**src/rtl/period_meter_if.sv**
```systemverilog
// Signal bundle between a slow square-wave source and period_meter.
// high_out is present only when PERIOD_METER_HIGH_EN is defined.
interface period_meter_if #(
  parameter int unsigned CNT_W = 32
);
  logic             sig_in;
  logic             rise_pulse;
  logic [CNT_W-1:0] period_out;
  logic             period_valid;
  logic             locked;
  logic             timeout;
`ifdef PERIOD_METER_HIGH_EN
  logic [CNT_W-1:0] high_out;

  modport master (
    output sig_in,
    input  rise_pulse, period_out, period_valid, locked, timeout, high_out
  );

  modport slave (
    input  sig_in,
    output rise_pulse, period_out, period_valid, locked, timeout, high_out
  );
`else
  modport master (
    output sig_in,
    input  rise_pulse, period_out, period_valid, locked, timeout
  );

  modport slave (
    input  sig_in,
    output rise_pulse, period_out, period_valid, locked, timeout
  );
`endif
endinterface

```
**src/rtl/period_meter.sv**
```systemverilog
// Measures the period of a slow, asynchronous square wave in clk cycles.
// Reports each period with a one-cycle strobe, tracks lock and sticky loss of signal.
// Optional high-time measurement is enabled by defining PERIOD_METER_HIGH_EN.
module period_meter #(
  parameter int unsigned CNT_W   = 32,
  parameter int unsigned MAX_CNT = 100000000
) (
  input  logic          clk,
  input  logic          rst,
  period_meter_if.slave bus
);

  typedef enum logic {StWaitFirst, StMeasure} state_e;

  localparam logic [CNT_W-1:0] MaxCnt = CNT_W'(MAX_CNT);
  localparam logic [CNT_W-1:0] One    = {{(CNT_W-1){1'b0}}, 1'b1};

  logic             s1, s2, s3;
  logic             rise;
  state_e           state_q, state_d;
  logic [CNT_W-1:0] cnt_q, cnt_d, cnt_inc;
  logic [CNT_W-1:0] period_q, period_d;
  logic             valid_q, valid_d;
  logic             locked_q, locked_d;
  logic             timeout_q, timeout_d;
  logic             rise_pulse_q;
`ifdef PERIOD_METER_HIGH_EN
  logic             fall;
  logic [CNT_W-1:0] hcnt_q, hcnt_d;
  logic [CNT_W-1:0] high_q, high_d;
`endif

  assign rise    = s2 & ~s3;
  assign cnt_inc = cnt_q + One;
`ifdef PERIOD_METER_HIGH_EN
  assign fall    = ~s2 & s3;
`endif

  // Synchronizer, edge register and registered rise pulse.
  always_ff @(posedge clk) begin
    if (rst) begin
      s1           <= 1'b0;
      s2           <= 1'b0;
      s3           <= 1'b0;
      rise_pulse_q <= 1'b0;
    end else begin
      s1           <= bus.sig_in;
      s2           <= s1;
      s3           <= s2;
      rise_pulse_q <= rise;
    end
  end

  // Measurement state and result registers.
  always_ff @(posedge clk) begin
    if (rst) begin
      state_q   <= StWaitFirst;
      cnt_q     <= '0;
      period_q  <= '0;
      valid_q   <= 1'b0;
      locked_q  <= 1'b0;
      timeout_q <= 1'b0;
`ifdef PERIOD_METER_HIGH_EN
      hcnt_q    <= '0;
      high_q    <= '0;
`endif
    end else begin
      state_q   <= state_d;
      cnt_q     <= cnt_d;
      period_q  <= period_d;
      valid_q   <= valid_d;
      locked_q  <= locked_d;
      timeout_q <= timeout_d;
`ifdef PERIOD_METER_HIGH_EN
      hcnt_q    <= hcnt_d;
      high_q    <= high_d;
`endif
    end
  end

  // Next-state logic: a rise always wins over a coincident timeout.
  always_comb begin
    state_d   = state_q;
    cnt_d     = cnt_q;
    period_d  = period_q;
    valid_d   = 1'b0;
    locked_d  = locked_q;
    timeout_d = timeout_q;
`ifdef PERIOD_METER_HIGH_EN
    hcnt_d    = hcnt_q;
    high_d    = high_q;
`endif
    unique case (state_q)
      StWaitFirst: begin
        cnt_d = '0;
        if (rise) begin
          state_d   = StMeasure;
          timeout_d = 1'b0;
`ifdef PERIOD_METER_HIGH_EN
          hcnt_d    = '0;
`endif
        end
      end
      StMeasure: begin
`ifdef PERIOD_METER_HIGH_EN
        // +1 accounts for the rise cycle itself, where hcnt is cleared.
        if (fall) high_d = hcnt_q + One;
        if (s2)   hcnt_d = hcnt_q + One;
`endif
        if (rise) begin
          period_d = cnt_inc;
          valid_d  = 1'b1;
          cnt_d    = '0;
          locked_d = 1'b1;
`ifdef PERIOD_METER_HIGH_EN
          hcnt_d   = '0;
`endif
        end else if (cnt_inc == MaxCnt) begin
          timeout_d = 1'b1;
          locked_d  = 1'b0;
          cnt_d     = '0;
          state_d   = StWaitFirst;
`ifdef PERIOD_METER_HIGH_EN
          hcnt_d    = '0;
          high_d    = '0;
`endif
        end else begin
          cnt_d = cnt_inc;
        end
      end
      default: state_d = StWaitFirst;
    endcase
  end

  assign bus.rise_pulse   = rise_pulse_q;
  assign bus.period_out   = period_q;
  assign bus.period_valid = valid_q;
  assign bus.locked       = locked_q;
  assign bus.timeout      = timeout_q;
`ifdef PERIOD_METER_HIGH_EN
  assign bus.high_out     = high_q;
`endif

endmodule

```
**src/flat_wrapper.sv**
```systemverilog
// flat-port wrapper written by rule: the top's interface ports become plain ports
module period_meter_flat 
#(
  parameter int unsigned CNT_W   = 32,
  parameter int unsigned MAX_CNT = 100000000
)
  (clk, rst, bus_sig_in, bus_rise_pulse, bus_period_out, bus_period_valid, bus_locked, bus_timeout);
  period_meter_if #(.CNT_W(CNT_W)) bus_i ();
  input  logic clk;
  input  logic rst;
  input wire logic [$bits(bus_i.sig_in)-1:0] bus_sig_in;
  output wire logic [$bits(bus_i.rise_pulse)-1:0] bus_rise_pulse;
  output wire logic [$bits(bus_i.period_out)-1:0] bus_period_out;
  output wire logic [$bits(bus_i.period_valid)-1:0] bus_period_valid;
  output wire logic [$bits(bus_i.locked)-1:0] bus_locked;
  output wire logic [$bits(bus_i.timeout)-1:0] bus_timeout;
  assign bus_i.sig_in = bus_sig_in;
  assign bus_rise_pulse = bus_i.rise_pulse;
  assign bus_period_out = bus_i.period_out;
  assign bus_period_valid = bus_i.period_valid;
  assign bus_locked = bus_i.locked;
  assign bus_timeout = bus_i.timeout;
  period_meter #(.CNT_W(CNT_W), .MAX_CNT(MAX_CNT)) u_core (.clk(clk), .rst(rst), .bus(bus_i));
endmodule
```
**config.mk**
```make
export PLATFORM = sky130hd
export DESIGN_NAME = period_meter_flat
export DESIGN_NICKNAME = d
export VERILOG_FILES = /design/src/rtl/period_meter_if.sv /design/src/rtl/period_meter.sv /design/src/flat_wrapper.sv
export SDC_FILE = /design/constraint.sdc
export NUM_CORES = 1
export LEC_CHECK = 0
export CORE_ASPECT_RATIO = 1.25
export CORE_UTILIZATION = 41
export CTS_CLUSTER_DIAMETER = 100
export DETAILED_ROUTE_END_ITERATION = 6
export DONT_BUFFER_PORTS = 1
export GPL_ROUTABILITY_DRIVEN = 0
export HOLD_SLACK_MARGIN = 0.15
export PLACE_DENSITY = 0.52
export SYNTH_ARGS = -nofsm -noshare
export SYNTH_HDL_FRONTEND = slang
export SYNTH_SLANG_ARGS = --single-unit
```
**constraint.sdc**
```tcl
create_clock -name clk -period 3.38 [get_ports clk]
set_clock_uncertainty 0.1 [all_clocks]
set_input_delay 0.507 -clock clk [delete_from_list [all_inputs] [get_ports clk]]
set_output_delay 0.507 -clock clk [all_outputs]
set_load 0.005 [all_outputs]
```
# --- After elaboration in Yosys (flattened, before gate mapping) ---
# Index checks and enable logic that the tools add are counted.
totals:
  ram_bits: 0
  out_inout_bits: 36
  latch_bits: 0
  romBits: 0
  in_bits: 3
  n_memories: 0
  reg_bits: 72
op_classes:
  mux: 13
  addsub: 1
  eq_ne: 4
  shifts: 0
  multipliers: 0
  n_reduce_logical: 5
  n_lt_le_gt_ge: 0
  div_mod_pow: 0
  n_bitwise: 3
ops:
  columns: ["cell", "n"]
  rows:
  - ["2-to-1 mux 32 bit", 2]
  - ["case mux 32 bit (2 select lines)", 1]
  - ["adder 32 x 1 -> 32 bit (second input constant)", 1]
  - ["equality test 32 x 27 -> 1 bit (second input constant)", 1]
  - ["2-to-1 mux 1 bit", 8]
  - ["!= test 2 bit (second input constant)", 2]
  - ["case mux 1 bit (2 select lines)", 2]
  - ["AND reduction 2 bit", 2]
  - ["AND reduction 3 bit", 1]
  - ["!= test 2 x 1 -> 1 bit (second input constant)", 1]
  - ["inverter 1 bit", 2]
  - ["nonzero test 2 bit", 1]
  - ["OR reduction 2 bit", 1]
  - ["AND 1 bit", 1]

# --- Logic depth before layout (Yosys ltp) ---
# Gate-level depths: netlist of run 1.
logic_depth:
  word_depth: 5
  depth_mapped: 10
  ltp_nobuf: 8

# --- Least setup slack after synthesis of run 1 ---
# OpenSTA, ideal clock, no wires.
synth_timing:
  path_type: "flip-flop to flip-flop"
  startpoint: "register u_core.cnt_q[0]"
  endpoint: "register u_core.cnt_q[24]"
  stages_incl_launch_ff: 11
  period_less_slack_ps: 2549
  path_slack_ps: 831
  setup_time_ps: 134
  arrival_time_ps: 2315
  cell_sequence: "dfxtp_1 -> ha_1 -> and4_4 -> nand3_4 -> or4_4 -> a22oi_2 -> nand4_2 -> and4b_1 -> buf_6 -> buf_12 -> nor3_2"
synth_via:
  elab_chain_len: 5
synth_rtl:
  columns: ["item", "line", "text"]
  rows:
  - ["from (decl)", "period_meter.sv:21", "logic [CNT_W-1:0] cnt_q, cnt_d, cnt_inc;"]
  - ["from (signal assigned)", "period_meter.sv:69", "cnt_q <= cnt_d;"]
  - ["adder 32 x 1 -> 32 bit (*)", "period_meter.sv:34", "assign cnt_inc = cnt_q + One;"]
  - ["equality test 32 x 27 -> 1 bit", "period_meter.sv:118", "end else if (cnt_inc == MaxCnt) begin"]
  - ["2-to-1 mux 32 bit (*)", "period_meter.sv:118", null]
  - ["2-to-1 mux 32 bit (*)", "period_meter.sv:110", "if (rise) begin"]
  - ["case mux 32 bit (2 select lines) (*)", "period_meter.sv:93", "unique case (state_q)"]
# Mark *: on every way between the ends. The rest lies on a longest branch, timed or not.
# A chain may end at the register's enable or synchronous reset.

# --- Final worst setup path of run 1 ---
layout_timing:
  startpoint: "register u_core.cnt_q[0]"
  endpoint: "register u_core.cnt_q[8]"
# The elaborated chain is that of the path after synthesis.

==> results.md, run 1 <==
- CTS tree: built
- Post-synth EDFFs: 0
- Area grow syn2layout: 9.33%
- Leak Pwr: 1.06 nW
- Die Y: 101 um
- Pwr dens: 477 nW/um^2
- Top post-synthesis cells by area: dfxtp_1, a211oi_1, nor2_1, xnor2_1, nor3_2
- DR WL/cell: 16.5 um
- Aggregate routed wire length: 7.27 mm
- CP arrival: 3.02 ns
- Worst Setup End Kind: register
- Post-synth ARST share: 0
- Clock Latency Late Sink: 0.35 ns
- Die Area: 8280 sq um
- Layout cells sized above 1: 0.161
- Inserted Diodes: 0
- Switching Share: 0.202
- Worst slew pin tran: 0.752 ns
- F_max: 343 MHz
- Max VDD drop: 258 uV
- Status: finished clean
- Pint: 0.00135 W
- Synthesis Warnings: 0
- Syn Inst Count: 347
- Placed cell count: 424
- Port Buffer Count: 0
- Largest net degree at the start of global routing: 39
- Final Max Slew Viols: 0
- Critical path startpoint category: register
- Mapped Avg Cell Area: 9.36 sq um
- GRT Util Overall: 0.194
- Setup Viol. Count Final: 0
- Via density: 5.54
- Max Root-Sink Buffers: 2
- First-pass GRT wire length: 11.9 mm
- DR pass1 iterations: 4
- # IOs: 39
- Logic pwr share: 0.018
- DP HPWL: 5.37 mm
- RSZ-0062 raised after global routing: false
- WS Path Type: reg -> reg
- Vias in the first global route: 2314
- Chip width: 81.6 um
- Post-synth net total: 352
- Global route overflow: 0
- Antenna-violating nets left: 0
- Vias: 2438
- Iteration-0 DRC Markers: 133
- Hold crit path type: in -> reg
- Sink Count: 72
- Setup TNS: 0 ns
- Clock power frac: 0.473
- Fin cells: 440
- MaxCap Viol Count: 0
- Psw: 0.000343 W
- Final Cycle Share: 0.862
- Flop pwr share: 0.509
- Worst Path Max Fanout: 8
- Core area: 7530 sq um
- Initial Util: 0.431
- # Post-CTS Setup Buffers: 0
- Register area share after synthesis: 0.444
- Most used flip-flop cell after synthesis: dfxtp_1
- Worst rel slew slack: 0.498
- Worst EP required: 3.49 ns
- Cell taking the most area after synthesis: dfxtp_1
- Top cell type's share of synthesized area: 0.444
- H-Tree Depth: 3
- Unique masters post-synth: 56
- Final hold viol count: 0
- Cell area after synthesis: 3250 sq um
- Residual DRC: 0
- Root Driver: clkbuf_8
- FF+latch count, synth: 72
- Total CTS buffers: 9
- Layout net count: 349
- Clock transition at path regs: 0.07 ns
- Row count: 35
- Initial antenna violation count: 0
- Min Tclk post-route: 2.91 ns
## critical path: stages, from the launching register on
cell and delay, ns:
dfxtp_1 0.43, ha_1 0.27, and4_4 0.31, nand4_2 0.21
o41ai_1 0.37, nand4_1 0.17, nor4b_1 0.39, and4b_1 0.27
buf_4 0.19, nor3_1 0.07
## flip-flops by register name, summed over array words and instances, names as in the netlist
register                 flops
u_core.s1                    1
u_core.bus.rise_pulse        1
u_core.bus.timeout           1
u_core.s3                    1
u_core.bus.period_out       32
u_core.bus.locked            1
u_core.s2                    1
u_core.state_q               1
u_core.cnt_q                32
u_core.bus.period_valid      1
## cell families after synthesis
group,Yosys count,synth area share
buffers and inverters,23,0.0412
AND/OR/NAND/NOR,174,0.319
AO/OA/AOI/OAI,49,0.114
multiplexers,2,0.00655
XOR/XNOR,25,0.0674
flip-flops,72,0.444
adder cells (fa/ha/maj),2,0.00771
## per-stage QoR
step                      hold slack (ns)  setup slack (ns)  area, sq um  total power, W   util
after floorplan                     0.314             0.831         3250        0.000903      -
after global placement              0.327             0.500         3300        0.000903  0.438
after detailed placement            0.331             0.506         3300        0.000903  0.438
after CTS                           0.158             0.477         3550         0.00172  0.471
after global routing                0.165             0.158         3550         0.00176  0.471
final                               0.185             0.467         3550         0.00169  0.471
## cell usage after synthesis, types with 3 or more instances
| library cell | n |
|---|---|
| nand2_1 | 15 |
| nand3_1 | 12 |
| dfxtp_1 | 72 |
| nor2b_1 | 3 |
| xor2_1 | 12 |
| o21ai_0 | 5 |
| nor4_1 | 4 |
| inv_1 | 3 |
| and2_1 | 6 |
| xnor2_1 | 13 |
| a211oi_1 | 32 |
| clkbuf_1 | 12 |
| nor2_1 | 64 |
| nor3_1 | 10 |
| buf_6 | 3 |
| nand4_1 | 14 |
| nand4_2 | 3 |
| nor4_2 | 5 |
| nor3_2 | 11 |
| and3_1 | 3 |
## cell usage in the layout (no fill, tap or decap), types with 4 or more instances in the layout
cell type / synthesis / final
o21ai_0: 5 / 5
dfxtp_1: 72 / 72
nor4_1: 4 / 4
clkbuf_8: 0 / 9
nand4_1: 14 / 14
a211oi_1: 32 / 32
nand3_1: 12 / 12
nor3_1: 10 / 10
nor3_2: 11 / 11
nand2_1: 15 / 15
and2_1: 6 / 6
xnor2_1: 13 / 13
nor4_2: 5 / 5
nor2_1: 64 / 63
buf_4: 0 / 4
xor2_1: 12 / 12
## final timing paths
| kind | startpoint | end | slack [ns] | cells after the start |
|---|---|---|---|---|
| setup / recovery | u_core.cnt_q[0] | u_core.cnt_q[8] | 0.47 | 9 |
| hold / removal | bus_sig_in | u_core.s1 | 0.18 | 1 |
| setup reg to reg | u_core.cnt_q[0] | u_core.cnt_q[8] | 0.47 | 9 |
| hold reg to reg | u_core.s1 | u_core.s2 | 0.34 | 1 |
## what timing repair did
item	4_1_cts	5_1_grt
hold endpoints to repair	38	0
hold buffers	1	0
resized for setup	0	0
## layout make-up
cell class | count | area (sq um)
fillers | 741 | 3980
multi-input cells | 252 | 1680
flip-flops and latches | 72 | 1440
clock buffers | 9 | 124
well taps | 92 | 115
clock inverters | 6 | 109
repair buffers | 6 | 70.1
inverters | 3 | 11.3
## routing by layer
| layer | routed length (um) | share of wire | track usage | vias to the layer above |
|---|---|---|---|---|
| met3 | 231 | 0.032 | 0.0414 | 14 |
| met2 | 3510 | 0.48 | 0.313 | 49 |
| met5 | 0 | 0 | 0 | - |
| li1 | - | - | - | 1256 |
| met1 | 3370 | 0.46 | 0.240 | 1119 |
| met4 | 161 | 0.022 | 0.101 | 0 |
## power groups by stage
stage	combinational, W	sequential, W	clock [W]
after floorplan	0.0000233	0.000880	0
after global placement	0.0000220	0.000881	0
after detailed placement	0.0000221	0.000881	0
after CTS	0.0000318	0.000861	0.000827
after global routing	0.0000347	0.000863	0.000860
final	0.0000311	0.000861	0.000801
Note: power is estimated with default switching activity, not from simulation.
==> run 2, diff against run 1 <==
Settings changed: GPL_ROUTABILITY_DRIVEN 0 to not set.
==> results of run 2 <==
Same layout as run 1: the final DEF is identical, and so are final timing and power.
==> run 3, diff against run 2 <==
Settings changed: ABC_CLOCK_PERIOD_IN_PS set to 3380, CORE_MARGIN set to 8.
==> run 3 against run 2 <==
- via count up 0.82%
- critical path type unchanged
- design area down 0.99%
- setup slack worse by 0.14 ns
==> results.md, run 3 (same netlist as run 1, synthesis figures left out) <==
- Status: finished clean
- DR WL/cell: 18.1 um
- H-Tree Depth: 3
- Vias in the first global route: 2455
- Hold Crit Start: bus_sig_in
- Layout net count: 350
- DP HPWL: 5.88 mm
- Grt peak-use layer: met2
- MaxCap Viol Count: 0
- Worst r2r src: u_core.cnt_q[0]
- Layout cells sized above 1: 0.160
- Pwr dens: 452 nW/um^2
- Pwr Total: 0.00159 W
- Leak Pwr: 1.05 nW
- GR Util met3: 0.0460
- Via density: 5.52
- F_max: 327 MHz
- Max VDD drop: 236 uV
- Iteration-0 DRC Markers: 141
- Most frequent cells in the layout: dfxtp_1, nor2_1, a211oi_1
- Sink Count: 72
- Row count: 36
- Reg2reg end: u_core.cnt_q[15]
- M2 GR Usage: 0.245
- CTS tree: built
- DR pass1 iterations: 4
- Hold depth: 1
- Initial Util: 0.419
- Min Tclk post-route: 3.05 ns
- Hold path endpoint: u_core.s1
- Met1 Usage GRT: 0.193
- Crit path cell chain: and2_1 > nand4_4 > nor3_1 > mux2_2 > nor4b_1 > and4b_1 > buf_4 > nor3_1
- Max stage delay cell, worst path: nor4b_1
- Commonest non-fill, non-tap cell in the layout: dfxtp_1
- Total CTS buffers: 9
- Setup Viol. Count Final: 0
- Worst Setup End Kind: register
- Final hold viol count: 0
- Root Driver: clkbuf_8
- Hold crit path type: in -> reg
- Largest net degree at the start of global routing: 40
- Core area: 7750 sq um
- Placed cell areas: 3300 sq um
- Aggregate routed wire length: 8.05 mm
- RSZ-0062 raised after global routing: false
- Most frequent CP cell: nor3_1
- Inserted Diodes: 0
- Reg2Reg Depth: 8
- Final instance area: 3510 sq um
- CP arrival: 3.16 ns
- Residual DRC: 0
- Clock Latency Late Sink: 0.36 ns
- Gpl congestion: 0.875
- First-pass GRT wire length: 13.3 mm
- Crit-path max cell delay: 0.52 ns
- Setup TNS: 0 ns
- Die Area: 11000 sq um
- Global route overflow: 0
- Critical path startpoint category: register
- GRT Util Overall: 0.158
- Worst Path Max Fanout: 7
- Worst rel slew slack: 0.519
- Die Y: 115 um
- Antenna-violating nets left: 0
- Worst slew pin tran: 0.720 ns
- Initial antenna violation count: 0
- Chip width: 95.6 um
- # IOs: 39
- # fillers: 787
- Max Root-Sink Buffers: 2
- Port Buffer Count: 0
- Worst EP required: 3.49 ns
- Flop2flop setup slack: 0.33 ns
- Area grow syn2layout: 8.25%
- WS Path Type: reg -> reg
- Vias: 2458
- Clock transition at path regs: 0.07 ns
- Final Max Slew Viols: 0
- Final Cycle Share: 0.904
run 3: cell count changes in the layout (fill, tap and decap cells not counted), sizes merged:
cell / previous run / this run
buf: 6 / 7
clkinv: 3 / 2
bufinv: 3 / 1
clkbuf: 9 / 13
run 3: final cells by class:
class                           instances  area (sq um)  area share
Sequential cell                        72          1440       0.410
Clock inverter                          3          40.0      0.0114
Timing Repair Buffer                    7          65.1      0.0185
Multi-Input combinational cell        252          1680       0.478
Inverter                                3          11.3     0.00320
Clock buffer                           13           159      0.0452
Tap cell                               95           119      0.0338
run 3: power breakdown:
group | internal [W] | leakage (nW) | switching [W]
Clock | 0.000380 | 0.103 | 0.000316
Combinational | 0.0000101 | 0.363 | 0.0000214
Sequential | 0.000856 | 0.581 | 0.00000563
run 3: worst max-delay path, delay by kind of cell (launching register included):
family        cells  cell delay (ns)
mux               1             0.40
flops             1             0.43
buf+inv           1             0.18
simple gates      6             1.81
run 3: repair_timing:
action	in CTS	in global routing
setup endpoints to repair	0	0
resized for setup	0	0
hold buffers	1	0
endpoints found under the hold margin	39	0
setup buffers	0	0
run 3: per-layer routing:
layer / wire length (um) / vias to the layer above
li1: - / 1245
met1: 3430 / 1141
met2: 3950 / 54
met3: 435 / 18
met4: 233 / 0
met5: 0 / -
run 3: worst max-delay path by stage:
| stage | cells past startpoint | end | slack, ns | startpoint |
|---|---|---|---|---|
| CTS | 8 | u_core.cnt_q[15] | 0.28 | u_core.cnt_q[0] |
| global route | 8 | u_core.cnt_q[8] | 0.11 | u_core.cnt_q[0] |
| finish | 8 | u_core.cnt_q[15] | 0.33 | u_core.cnt_q[0] |
| global placement | 8 | u_core.cnt_q[15] | 0.37 | u_core.cnt_q[0] |
| detailed placement | 8 | u_core.cnt_q[8] | 0.29 | u_core.cnt_q[0] |
| floorplan | 10 | u_core.cnt_q[24] | 0.83 | u_core.cnt_q[0] |
run 3: per-stage QoR:
step	worst slack [ns]	std cells	hold slack, ns	utilization
floorplan	0.831	347	0.314	-
global placement	0.367	428	0.335	0.425
detailed placement	0.286	428	0.331	0.425
CTS	0.277	445	0.164	0.454
global route	0.107	445	0.167	0.454
finish	0.326	445	0.177	0.454
